<file path="config.mk">
export PLATFORM = sky130hd
export DESIGN_NAME = dac_burst_seq
export DESIGN_NICKNAME = d
export VERILOG_FILES = /design/src/rtl/dac_burst_seq_pkg.sv /design/src/rtl/sync_edge_det.sv /design/src/rtl/dac_burst_seq.sv
export SDC_FILE = /design/constraint.sdc
export NUM_CORES = 1
export LEC_CHECK = 0
export BUFFER_PORTS_ARGS = -buffer_cell sky130_fd_sc_hd__buf_4
export CORE_UTILIZATION = 50
export DETAILED_ROUTE_END_ITERATION = 6
export PLACE_DENSITY = 0.72
export SLEW_MARGIN = 20
export SYNTH_ARGS = -nofsm -noshare
export SYNTH_HDL_FRONTEND = slang
export SYNTH_HIERARCHICAL = 1
export SYNTH_SLANG_ARGS = --single-unit
</file>
<file path="constraint.sdc">
create_clock -name i_clk -period 4.35 [get_ports i_clk]
set_clock_uncertainty 0.2 [all_clocks]
set_input_delay 0.87 -clock i_clk [delete_from_list [all_inputs] [get_ports i_clk]]
set_output_delay 0.87 -clock i_clk [all_outputs]
set_load 0.02 [all_outputs]
</file>
<file path="src/rtl/dac_burst_seq_pkg.sv">
// Shared definitions for the DAC burst sequencer: default widths and the
// controller state encoding, kept alongside the DAC register map.
package dac_burst_seq_pkg;

  localparam int ADDR_W_DEF = 13;  // waveform RAM address width
  localparam int CNT_W_DEF  = 16;  // trigger-to-play delay counter width

  // Encodings are visible on o_state, so the values are fixed explicitly.
  typedef enum logic [2:0] {
    ST_IDLE  = 3'd0,
    ST_ARM   = 3'd1,
    ST_DELAY = 3'd2,
    ST_PLAY  = 3'd3,
    ST_DONE  = 3'd4
  } state_e;

  typedef enum logic {
    TRIG_IMM  = 1'b0,  // leave ARM on the next cycle
    TRIG_SYNC = 1'b1   // leave ARM on a synchronized i_sync rising edge
  } trig_mode_e;

  // A burst is in progress while armed, delaying or playing.
  function automatic logic is_busy(input state_e s);
    return (s == ST_ARM) || (s == ST_DELAY) || (s == ST_PLAY);
  endfunction

endpackage

</file>
<file path="src/rtl/sync_edge_det.sv">
// Brings the external trigger into the i_clk domain and flags its rising
// edge as a single-cycle pulse.
module sync_edge_det (
  input  logic i_clk,
  input  logic i_clr,
  input  logic i_async,
  output logic o_rise
);

  logic sync1, sync2, sync3;

  // Two-flop synchronizer followed by one history stage for edge detection.
  always_ff @(posedge i_clk) begin
    if (i_clr) begin
      sync1 <= 1'b0;
      sync2 <= 1'b0;
      sync3 <= 1'b0;
    end else begin
      sync1 <= i_async;
      sync2 <= sync1;
      sync3 <= sync2;
    end
  end

  assign o_rise = sync2 & ~sync3;

endmodule

</file>
<file path="src/rtl/dac_burst_seq.sv">
// Burst sequencer that walks a window of the waveform RAM a programmable
// number of times, optionally waiting for an external sync edge and a
// delay before each pass.
module dac_burst_seq
  import dac_burst_seq_pkg::*;
#(
  parameter int ADDR_W = ADDR_W_DEF,
  parameter int CNT_W  = CNT_W_DEF
) (
  input  logic              i_clk,
  input  logic              i_clr,
  input  logic              i_start,
  input  logic              i_abort,
  input  logic              i_sync,
  input  logic              i_trig_mode,
  input  logic [CNT_W-1:0]  i_delay,
  input  logic [ADDR_W-1:0] i_beg_addr,
  input  logic [ADDR_W-1:0] i_len,
  input  logic [7:0]        i_rep,
  output logic [ADDR_W-1:0] o_ram_addr,
  output logic              o_ram_vld,
  output logic              o_busy,
  output logic              o_done,
  output logic              o_sync_miss,
  output logic [2:0]        o_state
);

  state_e            state_q, state_d;
  trig_mode_e        mode_q;
  logic [CNT_W-1:0]  delay_q, dly_cnt_q;
  logic [ADDR_W-1:0] beg_q, len_q, smp_cnt_q;
  logic [7:0]        rep_q, rep_cnt_q;
  logic              sync_rise;
  logic              start_ok, pass_end, last_pass, emit;

  sync_edge_det u_sync (
    .i_clk   (i_clk),
    .i_clr   (i_clr),
    .i_async (i_sync),
    .o_rise  (sync_rise)
  );

  // Next-state decode; abort always wins over progress in a busy state.
  always_comb begin
    // NOTE: every signal gets a default first so no path can infer a latch.
    state_d   = state_q;
    start_ok  = 1'b0;
    pass_end  = 1'b0;
    last_pass = 1'b0;
    case (state_q)
      ST_IDLE: begin
        if (i_start && !i_abort) begin
          start_ok = 1'b1;
          state_d  = (i_len == '0) ? ST_DONE : ST_ARM;
        end
      end
      ST_ARM: begin
        if (i_abort) state_d = ST_DONE;
        else if (mode_q == TRIG_IMM || sync_rise)
          state_d = (delay_q != '0) ? ST_DELAY : ST_PLAY;
      end
      ST_DELAY: begin
        if (i_abort) state_d = ST_DONE;
        else if (dly_cnt_q == '0) state_d = ST_PLAY;
      end
      ST_PLAY: begin
        if (i_abort) state_d = ST_DONE;
        else if (smp_cnt_q == len_q - ADDR_W'(1)) begin
          pass_end  = 1'b1;
          last_pass = (rep_q != 8'd0) && (rep_cnt_q == 8'd1);
          if (last_pass)               state_d = ST_DONE;
          else if (mode_q == TRIG_SYNC) state_d = ST_ARM;
          else                          state_d = ST_PLAY;
        end
      end
      ST_DONE: state_d = ST_IDLE;
      default: state_d = ST_IDLE;
    endcase
  end

  // A sample is issued on every non-aborted PLAY cycle, one cycle later.
  assign emit = (state_q == ST_PLAY) && !i_abort;

  // State, latched burst configuration, counters and registered outputs.
  always_ff @(posedge i_clk) begin
    if (i_clr) begin
      state_q     <= ST_IDLE;
      mode_q      <= TRIG_IMM;
      delay_q     <= '0;
      beg_q       <= '0;
      len_q       <= '0;
      rep_q       <= '0;
      dly_cnt_q   <= '0;
      smp_cnt_q   <= '0;
      rep_cnt_q   <= '0;
      o_ram_addr  <= '0;
      o_ram_vld   <= 1'b0;
      o_busy      <= 1'b0;
      o_done      <= 1'b0;
      o_sync_miss <= 1'b0;
    end else begin
      // NOTE: non-blocking assignments so every flop samples pre-edge values.
      state_q   <= state_d;
      o_busy    <= is_busy(state_d);
      o_done    <= (state_d == ST_DONE);
      o_ram_vld <= emit;

      if (start_ok) begin
        mode_q      <= trig_mode_e'(i_trig_mode);
        delay_q     <= i_delay;
        beg_q       <= i_beg_addr;
        len_q       <= i_len;
        rep_q       <= i_rep;
        rep_cnt_q   <= i_rep;
        smp_cnt_q   <= '0;
        o_sync_miss <= 1'b0;
      end else if (sync_rise && is_busy(state_q) && state_q != ST_ARM) begin
        o_sync_miss <= 1'b1;
      end

      if (state_q == ST_ARM && state_d == ST_DELAY)
        dly_cnt_q <= delay_q - CNT_W'(1);
      else if (state_q == ST_DELAY && dly_cnt_q != '0)
        dly_cnt_q <= dly_cnt_q - CNT_W'(1);

      if (emit) begin
        o_ram_addr <= beg_q + smp_cnt_q;
        smp_cnt_q  <= pass_end ? '0 : smp_cnt_q + ADDR_W'(1);
        if (pass_end && rep_q != 8'd0)
          rep_cnt_q <= rep_cnt_q - 8'd1;
      end
    end
  end

  assign o_state = state_q;

endmodule

</file>
==> results_dict.tcl, run 1 <==
set metrics [dict create \
    syn-instance-count 737 \
    min_path_type "flop to flop" \
    hold_start "u_sync/sync1$_SDFF_PP0_" \
    die_area_um2 11970 \
    cts_buffers 9 \
    max_slew_margin_pct 35.12 \
    clkLatencyLatePin_ns 0.36 \
    leakage_nw 2.672 \
    numPortBuffers 75 \
    synthArstFlopShare_pct 0 \
    violations "design-rule violations" \
    grt_pass1_vias 4953 \
    start_util_pct 52.28 \
    coreArea_um2 11030 \
    antenna_found_initial 0 \
    die_w_um 109.4 \
    final-setup-viol-count 0 \
    power_density_nw_per_um2 348.8 \
    cp_num_buf_inv 2 \
    period_share_pct 86.14 \
    holdBufCountCts 0 \
    finalHoldViolCount 0 \
    r2r-start "len_q[0]$_SDFFE_PP0P_" \
    root_buffer "clkbuf_16" \
    synth_edf_count 0 \
    track_usage_pct 26.36 \
    clk_pin_slew_ns 0.08 \
    die_y_um 109.4 \
    max_stage_delay_ns 0.76 \
    synthFlopType "dfxtp_1" \
    cp_slowest_cell "nor3b_1" \
    status "complete, but fails checks" \
    finalSetupTns_ns 0 \
    grt_first_pass_wirelength_um 24500 \
    cts_max_path_buffers 2 \
    crit_path_end_kind "flop" \
    cp_data_required_time_ns 4.41 \
    arrival_ns 3.80 \
    synth_nets 811 \
    areaGrowthSynthToFinish_pct 16.97 \
    rows 38 \
    netlist.area_leader.share_pct 38.53 \
    pin_count 76 \
    cp_max_fo 10 \
    ys_ff_latch 111 \
    yosys.cell_types.count 56 \
    diodes 0 \
    yosysMostFrequentCell "nand2_1" \
    hold_depth 1 \
    synth_area_leaders "dfxtp_1 (39%), nand2_1 (9.6%), a21oi_1 (7.3%), xnor2_1 (3.8%), ha_1 (3.7%)" \
    synth_area_per_cell_um2 7.825 \
    drc_errors 2 \
    post_cts_buffers 0 \
    cts_tree "yes" \
    drt_first_pass_iters 7 \
    peakVddDrop_uv 336.3 \
    crit_type "flop to flop" \
    r2r_slack_ns 0.60 \
    seq_area_frac_synth_pct 38.53 \
    timing.rr.end "smp_cnt_q[10]$_SDFFE_PP0P_" \
    max_slew.worst_pin.slew_ns 0.9733 \
    dpl.hpwl_um 10850 \
    max_freq_mhz 266.9 \
    gr-total-overflow 0 \
    yosys.area.top_type "dfxtp_1" \
    crit_chain "inv_1 > ha_1 > nor3b_1 > nand4_1 > o32a_1 > a22o_1 > nor4_2 > buf_4 > nand2b_1 > o21ai_0 > a21o_1" \
    cap_violations 0 \
    htreeDepth 3 \
    timing.final.crit_period_ns 3.747 \
    crit_family "simple AND/OR/NAND/NOR gates" \
    avgRoutedWirePerCell_um 16.13 \
    routed_wl_um 15150 \
    syn-cell-area_um2 5767 \
    fin_nets 868 \
    via_per_inst 5.920 \
    synth_common_cells "nand2_1 (148), dfxtp_1 (111), a21oi_1 (84)" \
    via_count 5559 \
    cts-resized-gates 0 \
    clock-sinks 111 \
    hold-path-endpoint "u_sync/sync2$_SDFF_PP0_" \
    rr_worst_depth 11 \
    critPathLaunchType "flop" \
    ys_warn_count 6 \
    ant_nets 0 \
    critical_path_cell_count 11 \
    rsz0062_at_grt "false" \
    grt_max_degree 94 \
    slew_violations 0 \
    final_core_util_pct 61.15 \
    drive_above_1_share_pct 13.64 \
    dr.first_iter.drc_count 436 \
    gp_congestion 0.8956 \
]
==> placed cells by master (no fill, tap or decap), types with 19 or more instances in the layout <==
cell type / synthesis / routed
nor3_1: 20 / 20
xnor2_1: 25 / 25
dfxtp_1: 111 / 111
o21ai_0: 20 / 20
nand3_1: 20 / 19
buf_4: 1 / 84
a21oi_1: 84 / 84
nand2_1: 148 / 148
nor2_1: 43 / 43
==> power breakdown <==
part | internal [mW] | switching, mW
registers | 1.06 | 0.0441
logic | 0.158 | 0.210
clock network | 0.477 | 0.408
total | 1.69 | 0.662
==> cell families (layout without fill, tap and decap cells) <==
| group | Yosys count | in the layout | synth area share (%) |
|---|---|---|---|
| AND/OR/NAND/NOR | 327 | 327 | 27.47 |
| AO/OA/AOI/OAI | 182 | 182 | 19.48 |
| flip-flops | 111 | 111 | 38.53 |
| buffers and inverters | 55 | 117 | 3.689 |
| XOR/XNOR | 39 | 39 | 5.923 |
| adder cells (fa/ha/maj) | 18 | 18 | 4.036 |
| multiplexers | 5 | 5 | 0.8679 |
==> registers in the layout, indices dropped and copies added, names as in the netlist, 3 cells and up <==
register and flops:
delay_q 16, dly_cnt_q 16, beg_q 13, len_q 13
o_ram_addr 13, smp_cnt_q 13, rep_cnt_q 8, rep_q 8
o_state 3
==> worst register-to-register path: stages (launching register included) <==
cell	delay (ns)
dfxtp_1	0.36
inv_1	0.07
ha_1	0.19
nor3b_1	0.76
nand4_1	0.17
o32a_1	0.32
a22o_1	0.24
nor4_2	0.41
buf_4	0.25
nand2b_1	0.32
o21ai_0	0.16
a21o_1	0.20
==> worst max-delay path by stage <==
stage | from | to | slack, ns
after detailed placement | len_q[0]$_SDFFE_PP0P_ | rep_cnt_q[7]$_SDFF_PP0_ | 0.65
after global placement | len_q[0]$_SDFFE_PP0P_ | rep_cnt_q[7]$_SDFF_PP0_ | 0.69
after CTS | len_q[0]$_SDFFE_PP0P_ | rep_cnt_q[4]$_SDFF_PP0_ | 0.64
final | len_q[0]$_SDFFE_PP0P_ | smp_cnt_q[10]$_SDFFE_PP0P_ | 0.60
after global routing | len_q[0]$_SDFFE_PP0P_ | smp_cnt_q[10]$_SDFFE_PP0P_ | 0.35
after floorplan | i_abort | dly_cnt_q[12]$_SDFFE_PP0P_ | 0.90
==> routing by layer <==
metal  vias to the layer above  GRT usage, %  routed length (um)
met1                      2644         38.59                7383
met3                        15         4.979                 880
met2                       150         39.71                6734
met5                         -             0                   0
met4                         0         6.476                 147
li1                       2750             -                   -
==> through the flow <==
stage	std cells	area [um2]	setup slack [ns]	total power, mW	hold slack (ns)
floorplan	737	5767	0.8982	1.369	0.2138
global placement	923	6430	0.6930	1.477	0.2216
detailed placement	923	6430	0.6547	1.487	0.2212
CTS	939	6745	0.6361	2.366	0.2394
global route	939	6745	0.3481	2.461	0.2634
finish	939	6745	0.6027	2.353	0.2400
==> cell type report <==
type / count / area, um2
repair buffers: 84 / 630.6
flip-flops and latches: 111 / 2222
clock buffers: 11 / 242.7
inverters: 17 / 63.81
well taps: 140 / 175.2
multi-input cells: 571 / 3338
fillers: 1038 / 4285
clock inverters: 5 / 72.57
Note: power is estimated with default switching activity, not from simulation.
==> run 2: changes to the inputs <==
CORE_UTILIZATION = 45   (was 50)
PLACE_DENSITY = 0.65   (was 0.72)
SYNTH_HIERARCHICAL = default   (was 1)
==> results_dict.tcl, run 2 <==
set metrics [dict create \
    cts-resized-gates 0 \
    wl_met3_um 505 \
    synthArstFlopShare_pct 0 \
    place_area_um2 6739 \
    dpl.hpwl_um 11180 \
    power_density_nw_per_um2 325.9 \
    antenna_found_initial 0 \
    synth_area_per_cell_um2 7.843 \
    final_area_um2 7013 \
    leakage_nw 2.684 \
    ant_nets 0 \
    fin_nets 898 \
    die_area_um2 13920 \
    final.setup.worst_slack_ns 1.000 \
    clk_pin_slew_ns 0.08 \
    via_count 5719 \
    arrival_ns 3.40 \
    cp_max_fo 7 \
    ys_ff_latch 111 \
    root_buffer "clkbuf_16" \
    cts_buffers 9 \
    hold_start "u_sync.sync1$_SDFF_PP0_" \
    rsz0062_at_grt "false" \
    critPathLaunch "i_abort" \
    seq_area_frac_synth_pct 36.70 \
    htreeDepth 3 \
    crit_type "input pin to flop" \
    finalHoldViolCount 0 \
    final_common_cell "nand2_1" \
    yosys.cell_types.count 73 \
    crit_path_end_kind "flop" \
    synthFlopType "dfxtp_1" \
    yosysMostFrequentCell "nand2_1" \
    grt_pass1_vias 5315 \
    layout_common_cells "nand2_1 (149), dfxtp_1 (111), buf_4 (84)" \
    die_w_um 118.0 \
    syn-instance-count 772 \
    final-setup-viol-count 0 \
    post_cts_buffers 0 \
    dr.first_iter.drc_count 350 \
    drc_errors 0 \
    top_regs "delay_q x16, dly_cnt_q x16" \
    pin_count 76 \
    gp_congestion 0.8840 \
    rows 42 \
    diodes 0 \
    peakVddDrop_uv 189.9 \
    period_share_pct 77.01 \
    power_mw 2.285 \
    gr-total-overflow 0 \
    die_y_um 118.0 \
    avgRoutedWirePerCell_um 15.16 \
    via_per_inst 5.691 \
    status "completed" \
    timing.final.crit_period_ns 3.350 \
    routedLengthMet1_um 6696 \
    grt_first_pass_wirelength_um 25230 \
    syn-cell-area_um2 6055 \
    cap_violations 0 \
    synth_area_leaders "dfxtp_1 (37%), nand2_1 (9.2%), a21oi_1 (6.9%), ha_1 (3.5%), xnor2_1 (3.5%)" \
    critPathLaunchType "input pin" \
    areaGrowthSynthToFinish_pct 15.83 \
    max_slew.worst_pin.slew_ns 0.8093 \
    grt_max_degree 56 \
    routed_wl_um 15240 \
    slew_violations 0 \
    cp_data_required_time_ns 4.40 \
    min_path_type "flop to flop" \
    netlist.area_leader.share_pct 36.70 \
    finalSetupTns_ns 0 \
    final_core_util_pct 53.17 \
    synth_common_cells "nand2_1 (149), dfxtp_1 (111), a21oi_1 (83)" \
    dp_slack_ns 0.6675 \
    yosys.area.top_type "dfxtp_1" \
    clkLatencyLatePin_ns 0.36 \
    drt_first_pass_iters 5 \
    drive_above_1_share_pct 14.35 \
    synth_nets 846 \
    cts_max_path_buffers 2 \
    ys_warn_count 0 \
    synth_edf_count 0 \
    cts_tree "yes" \
    numPortBuffers 75 \
    start_util_pct 45.90 \
    fillCellCount 1277 \
    r2r-start "delay_q[2]$_SDFFE_PP0P_" \
    dr_wl_met2_um 7675 \
    holdBufCountCts 0 \
    max_freq_mhz 298.5 \
    track_usage_pct 22.26 \
    dr.max_layer_used "met4" \
    coreArea_um2 13190 \
    max_slew_margin_pct 46.05 \
    clock-sinks 111 \
]
[run 2: changes by cell type in the layout (fill, tap and decap cells not counted), sizes merged, moves of 5 or more]
| cell | delta |
|---|---|
| a211oi | +7 |
| a21o | -6 |
| nor3b | -5 |
| nand3 | +11 |
| a31oi | -6 |
| o311ai | -6 |
| o2111ai | +7 |
| o22ai | -5 |
| nor3 | +6 |
[run 2: worst paths after layout]
path                                              endpoint  slack [ns]  cells past startpoint
worst max-delay path            dly_cnt_q[14]$_SDFFE_PP0P_        1.00                     11
worst min-delay path               u_sync.sync2$_SDFF_PP0_        0.25                      1
worst max register to register  dly_cnt_q[14]$_SDFFE_PP0P_        1.03                     11
worst min register to register     u_sync.sync2$_SDFF_PP0_        0.25                      1
[run 2: critical path, cell delays in order]
cell and delay (ns):
buf_4 0.13, nor3_1 0.32, o2111a_1 0.37, mux2i_1 0.23, ha_1 0.29, inv_1 0.09
nor3_1 0.20, mux2_2 0.23, a21boi_1 0.20, a211oi_1 0.09, a2111oi_1 0.37
[run 2: metrics by stage]
step	cells	hold WS (ns)
global placement	989	0.2363
CTS	1005	0.2571
global route	1005	0.2710
finish	1005	0.2474
detailed placement	989	0.2364
floorplan	772	0.2138
[run 2: logic make-up (layout without fill, tap and decap cells)]
group | Yosys count | in the layout | synth area share [%]
AOI/OAI and AO/OA | 188 | 188 | 20.31
xor gates and xnor gates | 38 | 38 | 5.497
adders and majority gates | 18 | 18 | 3.844
buffers and inverters | 60 | 117 | 3.906
DFF | 111 | 111 | 36.70
muxes | 9 | 9 | 1.529
and+or+nand+nor | 348 | 348 | 28.21
[run 2: layer usage]
metal	track usage, %	vias up
met5	0	-
met4	9.936	0
met3	3.101	21
met2	38.13	133
met1	27.66	2702
li1	-	2863
[run 2: final cells by class]
type,instances,area (um2),area share [%]
multi-input combinational,601,3602,51.36
timing repair buffer,84,630.6,8.992
sequential,111,2222,31.69
clock buffer,10,229.0,3.265
inverter,17,63.81,0.9099
tap,176,220.2,3.140
clock inverter,6,45.04,0.6423
[run 2: power by group]
part / switching, mW / total [mW] / internal [mW]
Clock: 0.387 / 0.778 / 0.391
Sequential: 0.0456 / 1.10 / 1.06
Combinational: 0.227 / 0.405 / 0.178
